File: config.mk
export PLATFORM = sky130hd
export DESIGN_NAME = pic_ack_controller
export DESIGN_NICKNAME = d
export VERILOG_FILES = /design/src/rtl/pic_pkg.sv /design/src/rtl/pic_priority_resolver.sv /design/src/rtl/pic_ack_controller.sv
export SDC_FILE = /design/constraint.sdc
export NUM_CORES = 1
export LEC_CHECK = 0
export ABC_AREA = 1
export CORE_ASPECT_RATIO = 1.25
export CORE_MARGIN = 2
export CORE_UTILIZATION = 45
export CTS_BUF_LIST = sky130_fd_sc_hd__clkbuf_8 sky130_fd_sc_hd__clkbuf_16
export DETAILED_ROUTE_END_ITERATION = 8
export PLACE_DENSITY = 0.77
export SLEW_MARGIN = 20
export SYNTH_ARGS = -nofsm -noshare
export SYNTH_HDL_FRONTEND = slang
export SYNTH_SLANG_ARGS = --single-unit
File: constraint.sdc
create_clock -name clk -period 1.65 [get_ports clk]
set_input_delay 0.2475 -clock clk [delete_from_list [all_inputs] [get_ports clk]]
set_output_delay 0.2475 -clock clk [all_outputs]
set_load 0.05 [all_outputs]
File: src/rtl/pic_pkg.sv
// Shared types and constants for the 8259 interrupt-acknowledge sequencer.
package pic_pkg;

   localparam int unsigned NUM_IRQ       = 8;
   localparam int unsigned IDX_W         = 3;
   localparam int unsigned VECTOR_BASE_W = 5;
   localparam int unsigned VECTOR_W      = VECTOR_BASE_W + IDX_W;

   localparam logic [IDX_W-1:0] SPURIOUS_IDX   = IDX_W'(7);
   localparam logic [IDX_W-1:0] LOWEST_PTR_RST = IDX_W'(7);

   typedef enum logic [1:0] {
      ST_IDLE,
      ST_REQ,
      ST_ACK2_WAIT,
      ST_ACK2
   } state_e;

   typedef struct packed {
      logic [VECTOR_BASE_W-1:0] base;
      logic [IDX_W-1:0]         idx;
   } vector_t;

   // Priority rank of an IR level: 0 is highest (the level just after lowest_ptr).
   function automatic logic [IDX_W-1:0] prio_rank(input logic [IDX_W-1:0] idx,
                                                  input logic [IDX_W-1:0] lowest_ptr);
      return idx - lowest_ptr - IDX_W'(1);
   endfunction

endpackage

File: src/rtl/pic_priority_resolver.sv
// Rotating priority search: first set request after lowest_ptr, moving upward modulo NUM_IRQ.
module pic_priority_resolver
   import pic_pkg::*;
(
   input  logic [NUM_IRQ-1:0] req,
   input  logic [IDX_W-1:0]   lowest_ptr,
   output logic               valid,
   output logic [IDX_W-1:0]   idx
);

   always_comb begin
      logic [IDX_W-1:0] k;
      valid = 1'b0;
      idx   = '0;
      k     = '0;
      for (int unsigned i = 1; i <= NUM_IRQ; i++) begin
         k = lowest_ptr + IDX_W'(i);
         if (!valid && req[k]) begin
            valid = 1'b1;
            idx   = k;
         end
      end
   end

endmodule

File: src/rtl/pic_ack_controller.sv
// 8259 INT/INTA sequencer: priority resolution, ISR ownership, vector drive and EOI handling.
// Optional PIC_AUTO_ROTATE_EN compiles in the rotating lowest-priority pointer.
module pic_ack_controller
   import pic_pkg::*;
(
   input  logic                     clk,
   input  logic                     rst,
   input  logic [NUM_IRQ-1:0]       irr,
   input  logic [NUM_IRQ-1:0]       imr,
   input  logic                     inta_n,
   input  logic                     aeoi,
   input  logic                     eoi_cmd,
   input  logic                     specific_eoi,
   input  logic [IDX_W-1:0]         eoi_level,
   input  logic                     rotate_on_eoi,
   input  logic [VECTOR_BASE_W-1:0] vector_base,
   output logic                     int_out,
   output logic [NUM_IRQ-1:0]       isr,
   output logic [NUM_IRQ-1:0]       irr_clear,
   output logic [VECTOR_W-1:0]      data_out,
   output logic                     data_oe,
   output logic [IDX_W-1:0]         last_eoi_idx
);

   state_e               state_q, state_d;
   logic                 inta_prev_q, inta_prev_d;
   logic                 int_q, int_d;
   logic [NUM_IRQ-1:0]   isr_q, isr_d;
   logic [NUM_IRQ-1:0]   irr_clear_q, irr_clear_d;
   vector_t              data_out_q, data_out_d;
   logic                 data_oe_q, data_oe_d;
   logic [IDX_W-1:0]     last_eoi_q, last_eoi_d;
   logic [IDX_W-1:0]     cur_idx_q, cur_idx_d;
   logic                 spurious_q, spurious_d;
   logic [IDX_W-1:0]     lowest_ptr_q;

   logic                 inta_fall_c, inta_rise_c;
   logic [NUM_IRQ-1:0]   cand_req_c;
   logic                 cand_valid_c, isr_valid_c;
   logic [IDX_W-1:0]     cand_idx_c, isr_idx_c;
   logic                 rotate_c;
   logic [IDX_W-1:0]     rotate_idx_c;

   assign inta_fall_c = inta_prev_q & ~inta_n;
   assign inta_rise_c = ~inta_prev_q & inta_n;

   // Fully nested: only requests strictly above the highest in-service level compete.
   always_comb begin
      cand_req_c = '0;
      for (int unsigned i = 0; i < NUM_IRQ; i++) begin
         if (!isr_valid_c ||
             (prio_rank(IDX_W'(i), lowest_ptr_q) < prio_rank(isr_idx_c, lowest_ptr_q))) begin
            cand_req_c[i] = irr[i] & ~imr[i];
         end
      end
   end

   pic_priority_resolver u_cand_res (
      .req        (cand_req_c),
      .lowest_ptr (lowest_ptr_q),
      .valid      (cand_valid_c),
      .idx        (cand_idx_c)
   );

   pic_priority_resolver u_isr_res (
      .req        (isr_q),
      .lowest_ptr (lowest_ptr_q),
      .valid      (isr_valid_c),
      .idx        (isr_idx_c)
   );

`ifdef PIC_AUTO_ROTATE_EN
   logic [IDX_W-1:0] lowest_ptr_d;

   always_comb begin
      lowest_ptr_d = lowest_ptr_q;
      if (rotate_c) lowest_ptr_d = rotate_idx_c;
   end

   always_ff @(posedge clk or posedge rst) begin
      if (rst) lowest_ptr_q <= LOWEST_PTR_RST;
      else     lowest_ptr_q <= lowest_ptr_d;
   end
`else
   logic unused_rotate;

   assign lowest_ptr_q  = LOWEST_PTR_RST;
   assign unused_rotate = ^{rotate_c, rotate_idx_c};
`endif

   // Next state and outputs; EOI clears are applied before any ISR set in the same cycle.
   always_comb begin
      state_d      = state_q;
      inta_prev_d  = inta_n;
      int_d        = int_q;
      isr_d        = isr_q;
      irr_clear_d  = '0;
      data_out_d   = data_out_q;
      data_oe_d    = data_oe_q;
      last_eoi_d   = last_eoi_q;
      cur_idx_d    = cur_idx_q;
      spurious_d   = spurious_q;
      rotate_c     = 1'b0;
      rotate_idx_c = lowest_ptr_q;

      if (eoi_cmd) begin
         if (specific_eoi) begin
            if (isr_q[eoi_level]) begin
               isr_d[eoi_level] = 1'b0;
               last_eoi_d       = eoi_level;
               rotate_c         = rotate_on_eoi;
               rotate_idx_c     = eoi_level;
            end
         end else if (isr_valid_c) begin
            isr_d[isr_idx_c] = 1'b0;
            last_eoi_d       = isr_idx_c;
            rotate_c         = rotate_on_eoi;
            rotate_idx_c     = isr_idx_c;
         end
      end

      unique case (state_q)
         ST_IDLE: begin
            if (cand_valid_c) begin
               state_d = ST_REQ;
               int_d   = 1'b1;
            end
         end
         ST_REQ: begin
            if (inta_fall_c) begin
               state_d = ST_ACK2_WAIT;
               if (cand_valid_c) begin
                  cur_idx_d               = cand_idx_c;
                  spurious_d              = 1'b0;
                  isr_d[cand_idx_c]       = 1'b1;
                  irr_clear_d[cand_idx_c] = 1'b1;
               end else begin
                  cur_idx_d  = SPURIOUS_IDX;
                  spurious_d = 1'b1;
               end
            end
         end
         ST_ACK2_WAIT: begin
            if (inta_fall_c) begin
               state_d         = ST_ACK2;
               int_d           = 1'b0;
               data_out_d.base = vector_base;
               data_out_d.idx  = cur_idx_q;
               data_oe_d       = 1'b1;
            end
         end
         ST_ACK2: begin
            if (inta_rise_c) begin
               state_d   = ST_IDLE;
               data_oe_d = 1'b0;
               if (aeoi && !spurious_q) begin
                  isr_d[cur_idx_q] = 1'b0;
                  last_eoi_d       = cur_idx_q;
                  rotate_c         = rotate_on_eoi;
                  rotate_idx_c     = cur_idx_q;
               end
            end
         end
         default: state_d = ST_IDLE;
      endcase
   end

   always_ff @(posedge clk or posedge rst) begin
      if (rst) begin
         state_q     <= ST_IDLE;
         inta_prev_q <= 1'b1;
         int_q       <= 1'b0;
         isr_q       <= '0;
         irr_clear_q <= '0;
         data_out_q  <= '0;
         data_oe_q   <= 1'b0;
         last_eoi_q  <= '0;
         cur_idx_q   <= '0;
         spurious_q  <= 1'b0;
      end else begin
         state_q     <= state_d;
         inta_prev_q <= inta_prev_d;
         int_q       <= int_d;
         isr_q       <= isr_d;
         irr_clear_q <= irr_clear_d;
         data_out_q  <= data_out_d;
         data_oe_q   <= data_oe_d;
         last_eoi_q  <= last_eoi_d;
         cur_idx_q   <= cur_idx_d;
         spurious_q  <= spurious_d;
      end
   end

   assign int_out      = int_q;
   assign isr          = isr_q;
   assign irr_clear    = irr_clear_q;
   assign data_out     = data_out_q;
   assign data_oe      = data_oe_q;
   assign last_eoi_idx = last_eoi_q;

endmodule

* After elaboration in Yosys (flattened, before gate mapping)
Index checks and enable logic that the tools add are counted.
Cells by class: reduce and logical (&&, ||, !) cells 51, order comparisons 16, eq/ne operators 7, $add $sub $neg 2, multiplexer cells 80, bitwise operators 27
Operators by type and width (count):
- $mux 8 | 11
- $mux 3 | 16
- $mux 1 | 36
- $and 8x8->8 | 3
- $not 8->8 | 3
- $logic_and 1x1->1 | 19
- $logic_not 1->1 | 16
- $lt 3x4->1 const B | 4
- $mux 2 | 8
- $pmux 8 s2 | 1
- $demux 1 s3 | 4
- $ge 3x1->1 const B | 4
- $lt 3x3->1 const A | 4
- $and 1x1->1 | 10
- $not 1->1 | 10
- $logic_or 1x1->1 | 8
- $ne 2x2->1 const B | 4
- $or 8x8->8 | 1
- $pmux 2 s4 | 1
- $lt 1x3->1 const A | 2
- $lt 2x3->1 const A | 2
- $reduce_and 3->1 | 2
- $eq 2x2->1 const B | 2
- $pmux 1 s2 | 2
- other kinds (8) | 10
Word-level totals: input port bits 31, flip-flop bits (word level) 36, word-level logic and storage cells 194

* Logic depth before layout (Yosys ltp)
Gate-level depths: netlist of the first run.
word-level depth 57, mapped depth 12, gate-level depth less buffers 12

* By module
Synthesis of the first run repeated with hierarchy kept, for this count alone.
Unflattened totals: cells, all modules 589, area, all modules 3691.0 µm²
By module, submodules not included:
- pic_ack_controller | cells each 305, times used 1, area each 2155.8 µm², sequential area each 902.1 µm²
- pic_priority_resolver (u_isr_res) | cells each 142, times used 1, area each 772.0 µm², sequential area each 0.0 µm²
- pic_priority_resolver (u_cand_res) | cells each 142, times used 1, area each 763.2 µm², sequential area each 0.0 µm²

* Worst setup path before layout of the first run
OpenSTA, ideal clock, no wires.
path kind flip-flop to flip-flop, start point reg isr_q[0] (netlist: isr[0]), end point reg isr_q[6] (netlist: isr[6]), stages on the path, launching flop included 10, path buffers 0, arrival time 1.793 ns, setup slack -0.208 ns, period minus slack after synthesis 1.858 ns, cell sequence dfrtp_1 -> nor2_4 -> nand3_4 -> nor2_8 -> nand2_4 -> nor2_4 -> nand3_4 -> a21oi_4 -> nand3_1 -> nand2_1
On the way: cells in the longest elaborated chain, start to end 57
RTL lines:
- start: declaration | line pic_ack_controller.sv:28 | logic [NUM_IRQ-1:0] isr_q, isr_d;
- start signal: assignment | line pic_ack_controller.sv:184 | isr_q <= isr_d;
- $mux 1 | line pic_priority_resolver.sv:18 | if (!valid && req[k]) begin
- $logic_not 1->1 | line pic_priority_resolver.sv:18
- $logic_and 1x1->1 | line pic_priority_resolver.sv:18
- $mux 1 | line pic_priority_resolver.sv:18
- $logic_not 1->1 | line pic_priority_resolver.sv:18
- $logic_and 1x1->1 | line pic_priority_resolver.sv:18
- $mux 1 | line pic_priority_resolver.sv:18
- $logic_not 1->1 | line pic_priority_resolver.sv:18
- [... 42 more ...]
- $logic_and 1x1->1 (not written as such) | line pic_ack_controller.sv:135 | isr_d[cand_idx_c] = 1'b1;
- $mux 1 (not written as such) | line pic_ack_controller.sv:135
- $demux 1 s3 | line pic_ack_controller.sv:135
- $or 8x8->8 (no source line)
- $mux 8 | line pic_ack_controller.sv:132 | if (cand_valid_c) begin
- $mux 8 | line pic_ack_controller.sv:130 | if (inta_fall_c) begin
- $pmux 8 s2 * | line pic_ack_controller.sv:122 | unique case (state_q)
- net isr_d[6] | line pic_ack_controller.sv:28
The timed path passes the listed nets; every way through them passes the cells marked *. The select of a mux whose other input is x is not followed. A chain may end at the register's enable or synchronous reset.

* Final worst setup path of the first run
start point reg isr_q[0] (netlist: isr[0]), end point reg spurious_q
On the way: cells in the longest elaborated chain, start to end 50
RTL lines:
- $mux 1 * | line pic_priority_resolver.sv:18
- $logic_not 1->1 | line pic_priority_resolver.sv:18
- $logic_and 1x1->1 | line pic_priority_resolver.sv:18
- $mux 1 | line pic_priority_resolver.sv:18
- $logic_not 1->1 | line pic_priority_resolver.sv:18
- $logic_and 1x1->1 | line pic_priority_resolver.sv:18
- $mux 1 | line pic_priority_resolver.sv:18
- $logic_not 1->1 | line pic_priority_resolver.sv:18
- [... 34 more ...]
- $mux 1 | line pic_priority_resolver.sv:18
- $logic_not 1->1 | line pic_priority_resolver.sv:18
- $logic_and 1x1->1 | line pic_priority_resolver.sv:18
- $mux 1 | line pic_priority_resolver.sv:18
- $logic_not 1->1 | line pic_priority_resolver.sv:18
- $logic_and 1x1->1 | line pic_priority_resolver.sv:18
- $mux 1 * | line pic_priority_resolver.sv:18
- $mux 1 * | line pic_ack_controller.sv:132
- end signal: assignment | line pic_ack_controller.sv:190 | spurious_q <= spurious_d;
- end: declaration | line pic_ack_controller.sv:34 | logic spurious_q, spurious_d;
Every way passes the cells marked *; elsewhere a longest branch is shown, timed or not.

==> results of run 1 <==
-- worst reg2reg max path, delay by kind of cell, from the launching register on --
kind	cells	cell delay, ns
compound gates	2	0.26
buf+inv	1	0.14
flops	1	0.43
simple gates	6	0.79
-- power groups by stage --
stage | combinational (mW) | sequential [mW] | clock (mW)
6_report | 3.27 | 1.38 | 0.761
5_1_grt | 3.59 | 1.41 | 0.809
4_1_cts | 3.17 | 1.37 | 0.767
3_5_place_dp | 3.12 | 1.38 | 0
3_3_place_gp | 3.07 | 1.37 | 0
2_1_floorplan | 1.41 | 2.03 | 0
-- cells by family after synthesis --
family          after synthesis  share of synthesized area, %
compound gates               68                          16.3
fa+ha+maj                     4                          2.04
buf+inv                      63                          9.69
flops                        36                          36.8
simple gates                182                          35.2
-- area by class of cell --
class                           instances  share of cell area [%]
Clock buffer                            5                    1.94
Clock inverter                          3                    1.09
Inverter                               55                    5.82
Multi-Input combinational cell        254                    37.9
Sequential cell                        36                    25.7
Tap cell                               64                    2.26
Timing Repair Buffer                  103                    25.3
-- flip-flops by register name (all words and copies together) (netlist names) --
name and count:
data_oe 1, irr_clear 8, spurious_q 1, inta_prev_q 1, last_eoi_idx 3, int_out 1
cur_idx_q 3, isr 8, state_q 2, data_out 8
-- timing repair --
action | CTS | global route
pin swaps | 3 | 5
gates resized for setup | 2 | 12
endpoints found under the setup margin | 11 | 21
buffers inserted | 2 | 5
-- how the worst max path moves through the flow --
stage                         endpoint  depth (start not counted)  slack, ns  startpoint
after floorplan                 isr[6]                          9      -0.05      isr[1]
after global placement      state_q[0]                         11      -0.19      imr[0]
after detailed placement    state_q[0]                         11      -0.25      imr[0]
after CTS                 irr_clear[2]                          9      -0.09      isr[1]
after global routing      irr_clear[6]                          9      -0.22      isr[0]
final                       spurious_q                          9      -0.09      isr[0]
-- per-stage QoR --
stage / utilization [%] / worst slack, ns
after floorplan: - / -0.0498
after global placement: 62.8 / -0.187
after detailed placement: 62.8 / -0.253
after CTS: 65.2 / -0.0860
after global routing: 66.5 / -0.225
final: 66.5 / -0.0881
-- routing by layer --
layer  vias up  wire length (um)
met5         -                 0
met4         0               166
met2        77              3510
met3        13               317
li1       1348                 -
met1      1209              2820
-- cell usage in the layout, fill, tap and decap left out, drive strengths merged, types with 2 or more instances in the layout --
master and count:
a21oi 14, nor2 38, o311ai 5, buf 74
nor3 5, ha 4, dfrtp 35, inv 55
nand4 5, clkinv 2, clkbuf 5, o21ai 39
nand3 32, a31oi 2, o211ai 2, clkdlybuf4s50 29
nand2 101
==> reports/metrics.yaml, run 1 <==
run_status: "finished with violations"
violations: "negative setup slack"
ys_seq_area_share_pct: 36.8
seqCellArea_um2: 910
drtIter0Drc: 144
power_switching_mw: 2.62
final_hold_viol_count: 0
period_minus_slack_ns: 1.74
syn-num-nets: 388
finalMaxSlewViolations: 0
overflow: 0
async_flop_share_pct: 100
numCtsBuffers: 5
crit_required_ns: 1.83
placed_area_um2: 3350
via_count: 2647
yosysMostFrequentCell: "nand2_1"
p_total_mw: 5.41
synthFlopType: "dfrtp_1"
tightest_slew_ns: 0.419
post-route-period-util_pct: 105
clk_latency_ns: 0.29
cts_tree: "yes"
dp_hpwl_um: 5260
cp_max_fo: 6
grt_use_met1_pct: 27.7
grt_setup_unrepaired: "yes"
seq_power_share_pct: 25.5
post-place-cells: 505
synth_top_area_share_pct: 35.7
die_area_um2: 6060
grt_busiest_layer: "met2"
rows: 30
grt_pass1_vias: 2612
hp-class: "in -> async"
worst_slack_ns: -0.0881
drive_above_1_share_pct: 26.1
drc: 0
routedWlPerCell_um: 13.1
rrSetupSlack_ns: -0.09
start_util_pct: 46.0
cts_buffer_depth: 2
cp_top_family: "simple AND/OR/NAND/NOR gates"
htreeDepth: 2
switching_share_pct: 48.3
tns_ns: -0.741
use_met3_pct: 2.91
io_pins: 60
whs_ns: 0.299
crit_arrival_ns: 1.92
crit_path_max_incr_delay_ns: 0.43
syn2layout_area_growth_pct: 44.5
drv_cap: 0
finalSetupViolCount: 14
io_buffers: 58
synth-seq-cells: 36
grt_usage_pct: 23.7
nFillCells: 449
viasPerCell: 5.09
diodes: 0
synth.largest_area_cell: "dfrtp_1"
nNetsFinal: 490
routed_wirelength_um: 6820
yosys_warnings: 0
synth_edf_count: 0
drtAntennaViolNets: 0
pwr-share-clk_pct: 14.1
combPwrFrac_pct: 60.4
ys_types: 36
fp.dieW_um: 70.0
critPathSlowestCell: "dfrtp_2"
reg2regPathDepth: 9
startpoint_type: "flop"
syn_inst: 353
p_per_area_nw_per_um2: 1530
synthTopCellsByCount: "nand2_1 (98), inv_1 (53), o21ai_0 (38)"
reg2reg_from: "isr[0]"
stdcell_area_um2: 3540
clock-root-buffer: "clkbuf_8"
yosys-top-cells-area: "dfrtp_1 (36%), nand2_1 (15%), inv_1 (8.1%)"
clock-sinks: 36
clock_skew_ns: 0.00660
die_h_um: 86.6
antenna_found_initial: 0
crit_path_end_kind: "flop"
final-instance-count-excl-fill: 520
coreArea_um2: 5330
r2r-end: "spurious_q"
clock.fmax_mhz: 575
relSlewSlack_pct: 71.8
clk_pin_slew_worst_paths_ns: 0.07
grt_pass1_wl_um: 11600
p_int_mw: 2.80
gr-usage-met2_pct: 44.2
dr.pass1.iters: 5
crit_chain: "nor2_4 > nand3_4 > nor2_8 > nand2_4 > nor2_4 > nand3_4 > a21oi_4 > buf_4 > a21oi_1"
path_buf_inv: 1
multiInputGateArea_um2: 1350
vdd_drop_max_v: 0.00113
grt_max_degree: 37
p_leak_nw: 1.80
syn-cell-area_um2: 2450
gp_congestion: 0.863
postCtsHoldBufs: 0
path_class: "reg -> reg"
syn-mean-instance-area_um2: 6.95
No activity file was read; power rests on OpenSTA's default activity.
==> run 2, diff against run 1 <==
- TNS_END_PERCENT: default -> 50
==> reports/metrics.yaml, run 2 (synthesis gave the netlist of run 1 again) <==
tightest_slew_ns: 0.335  # was 0.419 ns
diodes: 0  # unchanged
clock_skew_ns: 0.00234  # was 0.00660 ns
drtAntennaViolNets: 0  # unchanged
syn2layout_area_growth_pct: 47.9  # was 44.5%
clk_pin_slew_worst_paths_ns: 0.07  # about the same
viasPerCell: 5.20  # was 5.09
relSlewSlack_pct: 77.4  # was 71.8%
overflow: 0  # unchanged
dr.pass1.iters: 5  # unchanged
antenna_found_initial: 0  # unchanged
cp_top_family: "simple AND/OR/NAND/NOR gates"  # unchanged
start_util_pct: 46.0  # unchanged
worst_slack_ns: -0.144  # was -0.0881 ns
clock.fmax_mhz: 557  # was 575 MHz
final_common_cell: "nand2_1"  # unchanged
io_pins: 60  # unchanged
fp.dieW_um: 70.0  # unchanged
nNetsFinal: 494  # was 490
path_class: "reg -> reg"  # unchanged
critPathSlowestCell: "dfrtp_2"  # unchanged
post-route-period-util_pct: 109  # was 105%
drc: 0  # unchanged
grt_max_degree: 37  # unchanged
period_minus_slack_ns: 1.79  # was 1.74 ns
grt_pass1_wl_um: 11500  # was 11600 um
violations: "negative setup slack"  # unchanged
htreeDepth: 2  # unchanged
clock-root-buffer: "clkbuf_8"  # unchanged
crit_chain: "nor2_4 > buf_4 > nand3_2 > nand2_1 > nor2_4 > nand3_2 > nor2_4 > a21oi_4 > nand2_2 > nor2_2"  # was nor2_4 > nand3_4 > nor2_8 > nand2_4 > nor2_4 > nand3_4 > a21oi_4 > buf_4 > a21oi_1
hp-class: "in -> async"  # unchanged
io_buffers: 58  # unchanged
fin_util_pct: 68.1  # was 66.5%
grt_setup_unrepaired: "yes"  # unchanged
startpoint: "isr[0]"  # unchanged
routedWlPerCell_um: 13.3  # was 13.1 um
drv_cap: 0  # unchanged
numCtsBuffers: 5  # unchanged
pre_cts_ws_ns: -0.238  # was -0.253 ns
final_cell_mix: "nand2_1 (94), buf_4 (74), inv_1 (53)"  # was nand2_1 (92), buf_4 (70), inv_1 (54)
drtIter0Drc: 193  # was 144
run_status: "finished with violations"  # unchanged
cts_tree: "yes"  # unchanged
crit_path_end_kind: "flop"  # unchanged
via_count: 2723  # was 2647
final_hold_viol_count: 0  # unchanged
path_buf_inv: 1  # unchanged
crit_required_ns: 1.88  # was 1.83 ns
grt_pass1_vias: 2603  # was 2612
drive_above_1_share_pct: 28.5  # was 26.1%
cts_buffer_depth: 2  # unchanged
p_per_area_nw_per_um2: 1540  # was 1530 nW/um2
clk_latency_ns: 0.29  # about the same
die_h_um: 86.6  # unchanged
crit_arrival_ns: 2.02  # was 1.92 ns
coreArea_um2: 5330  # unchanged
gp_congestion: 0.879  # was 0.863
rows: 30  # unchanged
grt_usage_pct: 23.5  # was 23.7%
cp_max_fo: 6  # unchanged
startpoint_type: "flop"  # unchanged
clock-sinks: 36  # unchanged
die_area_um2: 6060  # unchanged
dp_hpwl_um: 5470  # was 5260 um
finalMaxSlewViolations: 0  # unchanged
crit_path_max_incr_delay_ns: 0.44  # was 0.43 ns
routed_wirelength_um: 6990  # was 6820 um
p_leak_nw: 1.81  # was 1.80 nW
reg2reg_from: "isr[0]"  # unchanged
finalSetupViolCount: 14  # unchanged
crit_top_cell: "nor2_4"
vdd_drop_max_v: 0.00114  # was 0.00113 V
-- run 2: changes by cell type in the layout (fill, tap and decap cells not counted), sizes merged --
cell and change:
buf +4, clkinvlp +1, inv -1
-- run 2: final cells by class --
type | count | area (um2)
repair buffers | 107 | 917
multi-input cells | 254 | 1400
clock buffers | 5 | 68.8
fillers | 441 | 1700
clock inverters | 3 | 42.5
inverters | 55 | 206
well taps | 64 | 80.1
flip-flops and latches | 36 | 910
-- run 2: final timing paths --
kind | end | slack, ns | depth (start not counted)
max in group asynchronous | inta_prev_q | 1.10 | 3
min reg2reg | data_out[6] | 0.48 | 2
min in group clk | inta_prev_q | 0.41 | 1
max | irr_clear[3] | -0.14 | 10
max reg2reg | irr_clear[3] | -0.14 | 10
min | irr_clear[2] | 0.30 | 3
-- run 2: per-stage QoR --
step	instances	setup TNS [ns]	power [mW]	hold WS, ns	instance area [um2]
2_1_floorplan	353	-0.464	3.43	0.252	2470
3_3_place_gp	506	-3.28	4.43	0.461	3350
3_5_place_dp	506	-4.16	4.51	0.464	3350
4_1_cts	515	-1.13	5.33	0.306	3480
5_1_grt	524	-3.19	5.98	0.336	3630
6_report	524	-1.51	5.60	0.295	3630
-- run 2: tightest hold or removal path, delay by kind of cell --
kind | cells | cell delay, ns
buf+inv | 3 | 0.70
-- run 2: power by group --
group	switching [mW]	leakage, nW	total, mW	internal [mW]
logic	2.15	1.31	3.45	1.30
clock network	0.326	0.0541	0.773	0.447
registers	0.227	0.452	1.38	1.15
total	2.70	1.81	5.60	2.90
-- run 2: per-layer routing --
layer	share of wire [%]	up-vias	wire length (um)	track usage (%)
li1	-	1355	-	-
met1	40	1249	2770	26.6
met2	52	102	3620	44.2
met3	5.6	17	392	2.91
met4	2.9	0	206	9.97
met5	0	-	0	0
-- run 2: repair_timing --
action                     in CTS  in global routing
setup buffers                   1                  9
pin swaps                       0                 11
gates resized for setup         3                 27
cloned                          0                  0
setup endpoints to repair      13                 29
hold buffers                    0                  0
